**src/rtl/fft8_twiddle_sequencer.sv**
```systemverilog
// Twiddle sequencer for an in-place radix-2 DIT 8-point FFT: walks 3 stages x 4
// butterflies, addresses the twiddle LUTs and hands each descriptor to the datapath.
module fft8_twiddle_sequencer #(
  parameter int COEFF_WIDTH = 16,
  parameter bit INVERSE     = 1'b0
) (
  input  logic                   Clk,
  input  logic                   Reset,
  input  logic                   Start,
  input  logic                   Ready,
  input  logic [COEFF_WIDTH-1:0] coeff_real_in,
  input  logic [COEFF_WIDTH-1:0] coeff_imag_in,
  output logic [2:0]             lut_address,
  output logic                   Valid,
  output logic [2:0]             index_a,
  output logic [2:0]             index_b,
  output logic [1:0]             stage,
  output logic [COEFF_WIDTH-1:0] tw_real,
  output logic [COEFF_WIDTH-1:0] tw_imag,
  output logic                   Busy,
  output logic                   Done,
  output logic [1:0]             fsm_state
);

  typedef enum logic [1:0] {IDLE, LOAD, WAIT, DONE} state_t;

  state_t state, state_next;
  logic [1:0] s_cnt, b_cnt;
  logic [2:0] a_calc, b_calc, k_calc, span;
  logic [COEFF_WIDTH-1:0] imag_adj;
  logic last;

  // Operand indices and twiddle address for butterfly b_cnt of stage s_cnt.
  always_comb begin
    a_calc = 3'd0;
    k_calc = 3'd0;
    span   = 3'd1 << s_cnt;
    case (s_cnt)
      2'd0: begin
        a_calc = {b_cnt, 1'b0};
        k_calc = 3'd0;
      end
      2'd1: begin
        a_calc = {b_cnt[1], 1'b0, b_cnt[0]};
        k_calc = {1'b0, b_cnt[0], 1'b0};
      end
      default: begin
        a_calc = {1'b0, b_cnt};
        k_calc = {1'b0, b_cnt};
      end
    endcase
    b_calc = a_calc + span;
  end

  // Conjugation for IFFT; the most-negative code saturates instead of wrapping.
  always_comb begin
    imag_adj = coeff_imag_in;
    if (INVERSE) begin
      if (coeff_imag_in == {1'b1, {(COEFF_WIDTH-1){1'b0}}})
        imag_adj = {1'b0, {(COEFF_WIDTH-1){1'b1}}};
      else
        imag_adj = '0 - coeff_imag_in;
    end
  end

  assign last = (s_cnt == 2'd2) && (b_cnt == 2'd3);

  // Handshake: Valid rises after the LOAD edge and stays high with every
  // descriptor output frozen until the edge where Valid && Ready; Ready is
  // ignored while Valid is low.
  always_comb begin
    state_next = state;
    case (state)
      IDLE:    if (Start) state_next = LOAD;
      LOAD:    state_next = WAIT;
      WAIT:    if (Ready) state_next = last ? DONE : LOAD;
      default: state_next = IDLE;
    endcase
  end

  always_ff @(posedge Clk or posedge Reset) begin
    if (Reset) state <= IDLE;
    else       state <= state_next;
  end

  always_ff @(posedge Clk or posedge Reset) begin
    if (Reset) begin
      s_cnt <= 2'd0;
      b_cnt <= 2'd0;
    end else if (state == IDLE && Start) begin
      s_cnt <= 2'd0;
      b_cnt <= 2'd0;
    end else if (state == WAIT && Ready && !last) begin
      b_cnt <= b_cnt + 2'd1;
      if (b_cnt == 2'd3) s_cnt <= s_cnt + 2'd1;
    end
  end

  always_ff @(posedge Clk or posedge Reset) begin
    if (Reset) begin
      index_a <= 3'd0;
      index_b <= 3'd0;
      stage   <= 2'd0;
      tw_real <= '0;
      tw_imag <= '0;
    end else if (state == LOAD) begin
      index_a <= a_calc;
      index_b <= b_calc;
      stage   <= s_cnt;
      tw_real <= coeff_real_in;
      tw_imag <= imag_adj;
    end else if (state == DONE) begin
      // Leave IDLE with every descriptor output at zero.
      index_a <= 3'd0;
      index_b <= 3'd0;
      stage   <= 2'd0;
      tw_real <= '0;
      tw_imag <= '0;
    end
  end

  assign Valid       = (state == WAIT);
  assign Busy        = (state == LOAD) || (state == WAIT);
  assign Done        = (state == DONE);
  assign lut_address = Busy ? k_calc : 3'd0;
  assign fsm_state   = state;

endmodule

```
**config.mk**
```make
export PLATFORM = sky130hd
export DESIGN_NAME = fft8_twiddle_sequencer
export DESIGN_NICKNAME = d
export VERILOG_FILES = /design/src/rtl/fft8_twiddle_sequencer.sv
export SDC_FILE = /design/constraint.sdc
export NUM_CORES = 1
export LEC_CHECK = 0
export CORE_ASPECT_RATIO = 0.5
export CORE_MARGIN = 1
export CORE_UTILIZATION = 42
export CTS_BUF_LIST = sky130_fd_sc_hd__clkbuf_16
export DETAILED_ROUTE_END_ITERATION = 7
export GPL_ROUTABILITY_DRIVEN = 0
export PLACE_DENSITY = 0.79
export SLEW_MARGIN = 30
export SYNTH_ARGS = -nofsm -noshare
export SYNTH_HDL_FRONTEND = slang
export SYNTH_SLANG_ARGS = --single-unit
```
**constraint.sdc**
```tcl
create_clock -name Clk -period 2.5 [get_ports Clk]
set_clock_uncertainty 0.1 [all_clocks]
set_input_delay 0.5 -clock Clk [delete_from_list [all_inputs] [get_ports Clk]]
set_output_delay 0.5 -clock Clk [all_outputs]
set_load 0.01 [all_outputs]
```
# Word level (Yosys, flattened, before mapping)
# Cells that the tools add are included.
[word_totals] regBits=46 in_bits=36 out_inout_bits=48 elab_cells=53
[classes] add_sub_neg=3 eq_ne=8 shift=1 n_mux=20 n_reduce_logical=13
[ops] cell="two-way mux 16 bit" count=3
[ops] cell="two-way mux 2 bit" count=10
[ops] cell="two-way mux 3 bit" count=4
[ops] cell="equality test 2 bit, second input constant" count=4
[ops] cell="one-hot mux 2 bit (3 select lines)" count=1
[ops] cell="one-hot mux 3 bit (2 select lines)" count=1
[ops] cell="nonzero test 2 bit" count=3
[ops] cell="adder 2 x 1 -> 2 bit, second input constant" count=2
[ops] cell="equality test 2 x 1 -> 1 bit, second input constant" count=2
[ops] cell="logical AND 1 bit" count=4
[ops] cell="zero test 2 bit" count=2
[ops] cell="inequality test 2 bit, second input constant" count=2
[ops] cell="one-hot mux 2 bit (2 select lines)" count=1
[ops] cell="AND reduction 2 bit" count=2
[ops] cell="adder 3 bit" count=1
[ops] cell="<< shifter 1 x 2 -> 3 bit, first input constant" count=1
[ops] cell="zero test 1 bit" count=1
[ops] cell="logical OR 1 bit" count=1

# Depth between registers and ports, before layout
# Gate-level depths: netlist of run 1.
[logic_depth] depth_word=6 depth_mapped=9 mapped_depth_nobuf=9

# Worst setup path before layout of run 1
# OpenSTA, ideal clock, no wires.
[synth_timing] kind="register to register" from="reg s_cnt[1]" to="reg index_b[2]" setup_time_ns=0.095 t_arrival_ns=1.793 required_ns=2.305 path_slack_ns=0.512 path_stages_with_launch=10 path_buffers=0 period_less_slack_ns=1.988 cell_sequence="dfrtp_1 -> inv_1 -> ha_1 -> inv_2 -> a21boi_1 -> ha_1 -> inv_1 -> fa_1 -> and3_1 -> o31ai_1"
[synth_between] elab_chain_len=4 word_cells_on_any_way=6 cone_classes="1 x add/sub; 1 x eq/ne; 1 x shift; 2 x mux; 1 x reduce/logical"
[synth_rtl] element="start: declaration" line_no="28" rtl="logic [1:0] s_cnt, b_cnt;"
[synth_rtl] element="start signal: assignment" line_no="95" rtl="if (b_cnt == 2'd3) s_cnt <= s_cnt + 2'd1;"
[synth_rtl] element="equality test 2 x 1 -> 1 bit / zero test 2 bit (equally long branches)" line_no="38" rtl="case (s_cnt)"
[synth_rtl] element="one-hot mux 3 bit (2 select lines)" line_no="38"
[synth_rtl] element="adder 3 bit (*)" line_no="52" rtl="b_calc = a_calc + span;"
[synth_rtl] element="two-way mux 3 bit (*)" line_no="106" rtl="end else if (state == LOAD) begin"
[synth_rtl] element="end signal: assignment" line_no="108" rtl="index_b <= b_calc;"
[synth_rtl] element="end: declaration" line_no="16" rtl="output logic [2:0] index_b,"
# Every way passes the cells marked *; elsewhere a longest branch is shown, timed or not.
# A chain may end at the register's enable or synchronous reset.

# Final worst setup path of run 1
[layout_timing] from="reg state[0], in the netlist fsm_state[0]" to="out lut_address[0]"
[layout_between] elab_chain_len=3 word_cells_on_any_way=4 cone_classes="2 x eq/ne; 1 x mux; 1 x reduce/logical"
[layout_rtl] element="start: declaration" line_no="27" rtl="state_t state, state_next;"
[layout_rtl] element="start signal: assignment" line_no="83" rtl="else state <= state_next;"
[layout_rtl] element="equality test 2 x 1 -> 1 bit / equality test 2 bit (equally long branches)" line_no="123" rtl="assign Busy = (state == LOAD) || (state == WAIT);"
[layout_rtl] element="logical OR 1 bit (*)" line_no="123"
[layout_rtl] element="two-way mux 3 bit (*)" line_no="125" rtl="assign lut_address = Busy ? k_calc : 3'd0;"
[layout_rtl] element="end: declaration" line_no="13" rtl="output logic [2:0] lut_address,"
# Marked as above.

==> impl_metrics.csv, run 1 <==
group,metric,value,unit
outcome,status,"finished, final reports clean",
setup_path,critical_path_required,1.90,ns
global_route,grt_pass1_wl,7.78,mm
sta,fin_setup_tns,0,ns
synthesis,async_reset_ff_share,100,%
clock_tree,path_clk_slew,0.06,ns
global_route,grt_max_degree,47,
synthesis,netlist_top_cells_area,"dfrtp_1, a22o_1, nand2_1",
setup_path,crit_path_top_delay_cell,"clkdlybuf4s50_1",
hold_path,hold_depth,1,
setup_path,critPathCaptureType,"output pin",
global_route,grt_pass1_vias,1672,
sta,finalCritPeriodShare,97.3,%
finish,diodes,0,
synthesis,synth_cell_types,34,
global_route,grt_overflow_total,0,
sta,rsz0062_at_grt,"no",
clock_tree,cts_tree,"yes",
synthesis,synth_area_per_cell,10.8,um2
finish,drive_gt1_share,8.73,%
detailed_routing,routedWlPerCell,14.2,um
synthesis,syn-num-nets,234,
floorplan,boundaryPins,84,
clock_tree,cts_htree_levels,2,
detailed_routing,vias_per_cell,4.99,
place,io_buffers,82,
synthesis,netlist.area_leader.share,56.8,%
clock_tree,clock_latency,0.28,ns
place,place_hpwl,3.47,mm
sta,worst_pin_slew,0.564,ns
sta,slew_viol_final,0,
hold_path,hold_path.class,"register to register",
setup_path,crit_path_max_incr_delay,0.54,ns
detailed_routing,ant_nets,0,
synthesis,yosysMostFrequentCell,"dfrtp_1",
floorplan,start_util,44.9,%
synthesis,synthTopCellsByCount,"dfrtp_1, nand2_1, a22o_1",
detailed_routing,num_vias,1701,
synthesis,ys_ff_latch,46,
finish,syn2layout_area_growth,52.3,%
finish,layout.nets,320,
pwr,leakagePower,0.00135,uW
detailed_routing,drc_errors,0,
clock_tree,cts_num_sinks,46,
detailed_routing,first_pass_iters,4,
synthesis,synth_top_area_cell,"dfrtp_1",
sta,relSlewSlack,62.4,%
setup_path,path_cells,"inv_1 -> ha_1 -> and3_1 -> clkdlybuf4s50_1",
clock_tree,cts_root_buf,"clkbuf_16",
synthesis,synth_edf_count,0,
clock_tree,cts_buffer_depth,2,
synthesis,netlist_instances,188,
floorplan,fp-row-count,17,
setup_path,reg2reg_depth,9,
pwr,ir_worst_vdd,0.476,mV
finish,finish.utilization,68.4,%
sta,finalSetupViolCount,0,
setup_path,worstSetupStartpointType,"register",
sta,fmax,411,MHz
detailed_routing,wl,4.85,mm
floorplan,die_y,51.1,um
setup_path,worstPathArrival,1.83,ns
setup_path,crit_type,"register to output pin",
clock_tree,hold_buffers,0,
detailed_routing,drtIter0Drc,48,
sta,post-route-min-period,2.43,ns
synthesis,synth-main-ff-cell,"dfrtp_1",
pwr,powerDensity,1190,nW/um2
floorplan,coreArea,4510,um2
synthesis,yosys_warnings,0,
synthesis,syn-cell-area,2030,um2
global_route,groute.usage.overall,20.0,%
setup_path,critPathMaxFanout,5,
clock_tree,cts_buffers,5,
sta,finalHoldViolCount,0,
synthesis,seq_area_frac_synth,56.8,%
floorplan,die_area,5120,um2
floorplan,fp.dieW,100,um
job,cap_violations,0,
global_route,antenna_found_initial,0,
==> sequential cells by signal, indices dropped and copies added (netlist names) <==
name,count
b_cnt,2
tw_real,16
index_b,3
fsm_state,2
stage,2
index_a,3
tw_imag,16
s_cnt,2
==> kinds of logic (layout without fill, tap and decap cells) <==
kind of cell             Yosys count  after routing  share of synthesized area (%)
other                              1              1                          0.185
adder cells (fa/ha/maj)           10             10                           6.55
multiplexers                       3              3                           1.54
AO/OA/AOI/OAI                     51             51                           17.2
XOR/XNOR                           1              1                          0.432
flip-flops                        46             46                           56.8
buffers and inverters             22            109                           5.31
AND/OR/NAND/NOR                   54             54                           12.0
==> worst paths after layout <==
check | startpoint | to | slack (ns)
min in group asynchronous | Reset | tw_imag[13] | 0.58
worst min register to register | tw_imag[13] | tw_imag[13] | 0.39
worst max-delay path | fsm_state[0] | lut_address[0] | 0.07
worst max register to register | s_cnt[1] | index_b[2] | 0.31
max in group asynchronous | Reset | fsm_state[0] | 1.34
worst min-delay path | tw_imag[13] | tw_imag[13] | 0.39
==> worst max-delay path, delay by kind of cell, from the launching register on <==
family	cells	cell delay, ns
fa+ha+maj	1	0.32
buf+inv	2	0.65
flops	1	0.41
simple gates	1	0.17
==> area by class of cell <==
cell class                      count  area, um2
Timing Repair Buffer               90        880
Fill cell                         350       1420
Clock inverter                      3       16.3
Inverter                           11       41.3
Clock buffer                        5        125
Tap cell                           66       82.6
Sequential cell                    46       1150
Multi-Input combinational cell    120        790
==> report_power, final <==
group          switching (uW)  total, uW  internal (uW)
clock network             262        626            364
registers                 183       1240           1050
logic                     840       1800            958
==> what timing repair did <==
action,CTS,global route
buffers inserted,1,1
endpoints found under the setup margin,1,1
resized for setup,3,3
==> cell usage in the layout (no fill, tap or decap), types with 2 or more instances in the layout <==
cell type        instances
nor2_1                   3
a21oi_1                  5
dfrtp_1                 46
o22ai_1                  2
o21ai_0                  2
inv_2                    3
clkdlybuf4s50_1         81
nand2b_1                 3
inv_1                    8
mux2i_1                  2
a22o_1                  19
o21ai_1                 18
and3_1                   2
clkbuf_16                5
nand2_1                 37
ha_1                     7
buf_4                    8
==> metrics by stage <==
step | cells | hold WS, ns | worst slack, ns | power, uW | instance area (um2)
floorplan | 188 | 0.421 | 0.512 | 2160 | 2030
global placement | 331 | 0.372 | 0.235 | 2980 | 2910
detailed placement | 331 | 0.374 | 0.196 | 3040 | 2910
CTS | 340 | 0.397 | 0.0508 | 3700 | 3060
global route | 341 | 0.409 | 0.00952 | 3900 | 3090
finish | 341 | 0.391 | 0.0680 | 3660 | 3090
==> per-layer routing <==
layer	track usage (%)	vias up	share of wire [%]
li1	-	816	-
met1	24.4	829	44
met2	35.4	51	51
met3	4.92	5	4.2
met4	6.76	0	0.89
met5	0	-	0
Power figures use the tool's default switching activity.
==> inputs of run 2 (changes only) <==
--- a/config.mk
+++ b/config.mk
@@ -11,7 +11,7 @@
 export CTS_BUF_LIST = sky130_fd_sc_hd__clkbuf_16
 export DETAILED_ROUTE_END_ITERATION = 7
 export GPL_ROUTABILITY_DRIVEN = 0
-export PLACE_DENSITY = 0.79
+export PLACE_DENSITY_LB_ADDON = 0.12
 export SLEW_MARGIN = 30
 export SYNTH_ARGS = -nofsm -noshare
 export SYNTH_HDL_FRONTEND = slang
==> run 2 against run 1 <==
- critical path type unchanged
- utilization increased by 0.61 points
- cell area is 0.89% higher
- total power rose by 2.8%
- largest power group unchanged
- largest cell class unchanged
- die area is the same
==> impl_metrics.csv, run 2 (synthesis gave the netlist of run 1 again) <==
group,metric,value,unit
outcome,status,"finished, final reports clean",
global_route,groute.usage.overall,21.4,%
finish,layout_commonest_cell,"clkdlybuf4s50_1",
detailed_routing,first_pass_iters,4,
clock_tree,cts_buffers,5,
sta,finalSetupViolCount,0,
sta,slew_viol_final,0,
job,cap_violations,0,
finish,syn2layout_area_growth,53.7,%
detailed_routing,drtIter0Drc,62,
setup_path,crit_path_top_delay_cell,"clkdlybuf4s50_1",
finish,fill_cells,366,
hold_path,hold_path.class,"register to register",
clock_tree,cts_htree_levels,2,
hold_path,min_from,"index_a[1]",
setup_path,critPathCaptureType,"output pin",
floorplan,fp.dieW,100,um
sta,post-route-min-period,2.31,ns
clock_tree,cts_tree,"yes",
sta,finalHoldViolCount,0,
setup_path,crit_family,"buffers and inverters",
floorplan,fp-row-count,17,
sta,rsz0062_at_grt,"no",
global_route,grt_overflow_total,0,
setup_path,crit_path_max_incr_delay,0.59,ns
detailed_routing,num_vias,1720,
hold_path,hold_depth,2,
sta,fmax,433,MHz
setup_path,timing.rr.end,"index_b[2]",
pwr,leakagePower,0.00137,uW
setup_path,crit_type,"register to output pin",
finish,regArea,1150,um2
detailed_routing,routedWlPerCell,14.7,um
setup_path,worstPathArrival,1.71,ns
finish,drive_gt1_share,9.12,%
floorplan,die_area,5120,um2
finish,final_cell_mix,"clkdlybuf4s50_1, dfrtp_1, nand2_1",
floorplan,coreArea,4510,um2
finish,multi_input_area,779,um2
setup_path,path_cells,"inv_1 -> ha_1 -> clkdlybuf4s50_1",
finish,final_area,3110,um2
clock_tree,clock_latency,0.28,ns
detailed_routing,drc_errors,0,
finish,diodes,0,
setup_path,timing.critical_path.buf_inv,2,
sta,finalCritPeriodShare,92.5,%
setup_path,reg2reg_from,"s_cnt[1]",
detailed_routing,ant_nets,0,
setup_path,reg2reg_depth,9,
clock_tree,path_clk_slew,0.06,ns
clock_tree,hold_buffers,0,
global_route,grt_max_degree,38,
floorplan,start_util,44.9,%
detailed_routing,wl,5.01,mm
pwr,powerDensity,1210,nW/um2
pwr,ir_worst_vdd,0.809,mV
setup_path,rrSetupSlack,0.38,ns
global_route,grt_pass1_wl,8.29,mm
clock_tree,cts_root_buf,"clkbuf_16",
global_route,grt_pass1_vias,1675,
clock_tree,cts_num_sinks,46,
global_route,antenna_found_initial,0,
setup_path,critical_path_required,1.90,ns
floorplan,boundaryPins,84,
floorplan,die_y,51.1,um
place,place_area,2910,um2
finish,layout.nets,319,
hold_path,hold_end,"index_a[1]",
setup_path,critPathMaxFanout,7,
place,place_hpwl,3.66,mm
setup_path,worstSetupStartpointType,"register",
place,io_buffers,82,
pwr,total_power,3760,uW
detailed_routing,vias_per_cell,5.06,
clock_tree,cts_buffer_depth,2,
sta,hold_slack,0.385,ns
place,dp.cells,329,
finish,stdcell_count,340,
finish,reg.largest.list,"tw_imag: 16 flops, tw_real: 16 flops",
sta,fin_setup_tns,0,ns
==> run 2: cell count changes in the layout (fill, tap and decap cells not counted), sizes merged <==
cell,previous run,this run
buf,8,7
dlymetal6s2s,0,1
clkdlybuf4s50,81,80
clkinv,2,0
bufinv,0,1
clkinvlp,1,2
==> run 2: cell type report <==
cell class                 instances  area share (%)
sequential                        46            37.0
timing repair buffer              89            28.5
multi-input combinational        120            25.0
clock buffer                       5            4.02
tap                               66            2.65
clock inverter                     3            1.45
inverter                          11            1.33
==> run 2: tightest hold or removal path, delay by kind of cell, from the launching register on <==
| family | cells | cell delay [ns] |
|---|---|---|
| compound gates | 1 | 0.06 |
| flops | 1 | 0.34 |
| simple gates | 1 | 0.05 |
==> run 2: metrics by stage <==
stage | util, % | setup slack [ns]
2_1_floorplan | - | 0.512
3_3_place_gp | 64.4 | 0.222
3_5_place_dp | 64.4 | 0.175
4_1_cts | 68.5 | 0.0444
5_1_grt | 69.0 | 0.106
6_report | 69.0 | 0.188
==> run 2: metal layers <==
layer,track usage (%),share of wire (%)
met5,0,0
met4,4.35,0.32
met3,6.16,5.6
met2,35.5,48
met1,28.4,46
==> run 2: worst max path at each step <==
stage,start,cells after the start,endpoint
after floorplan,s_cnt[1],9,index_b[2]
after global placement,s_cnt[1],6,lut_address[1]
after detailed placement,s_cnt[0],6,lut_address[1]
after CTS,s_cnt[0],5,lut_address[0]
after global routing,fsm_state[0],3,Valid
final,fsm_state[0],3,Valid
==> run 2: timing repair <==
action / in CTS / in global routing
resized for setup: 3 / 4
endpoints found under the setup margin: 2 / 1
pin swaps: 0 / 0
buffers inserted: 1 / 2
==> run 2: power breakdown <==
group	total [uW]	leakage (uW)	internal (uW)	switching [uW]
sequential	1240	0.000589	1050	182
combinational	1780	0.000706	942	840
clock	745	0.0000760	471	274
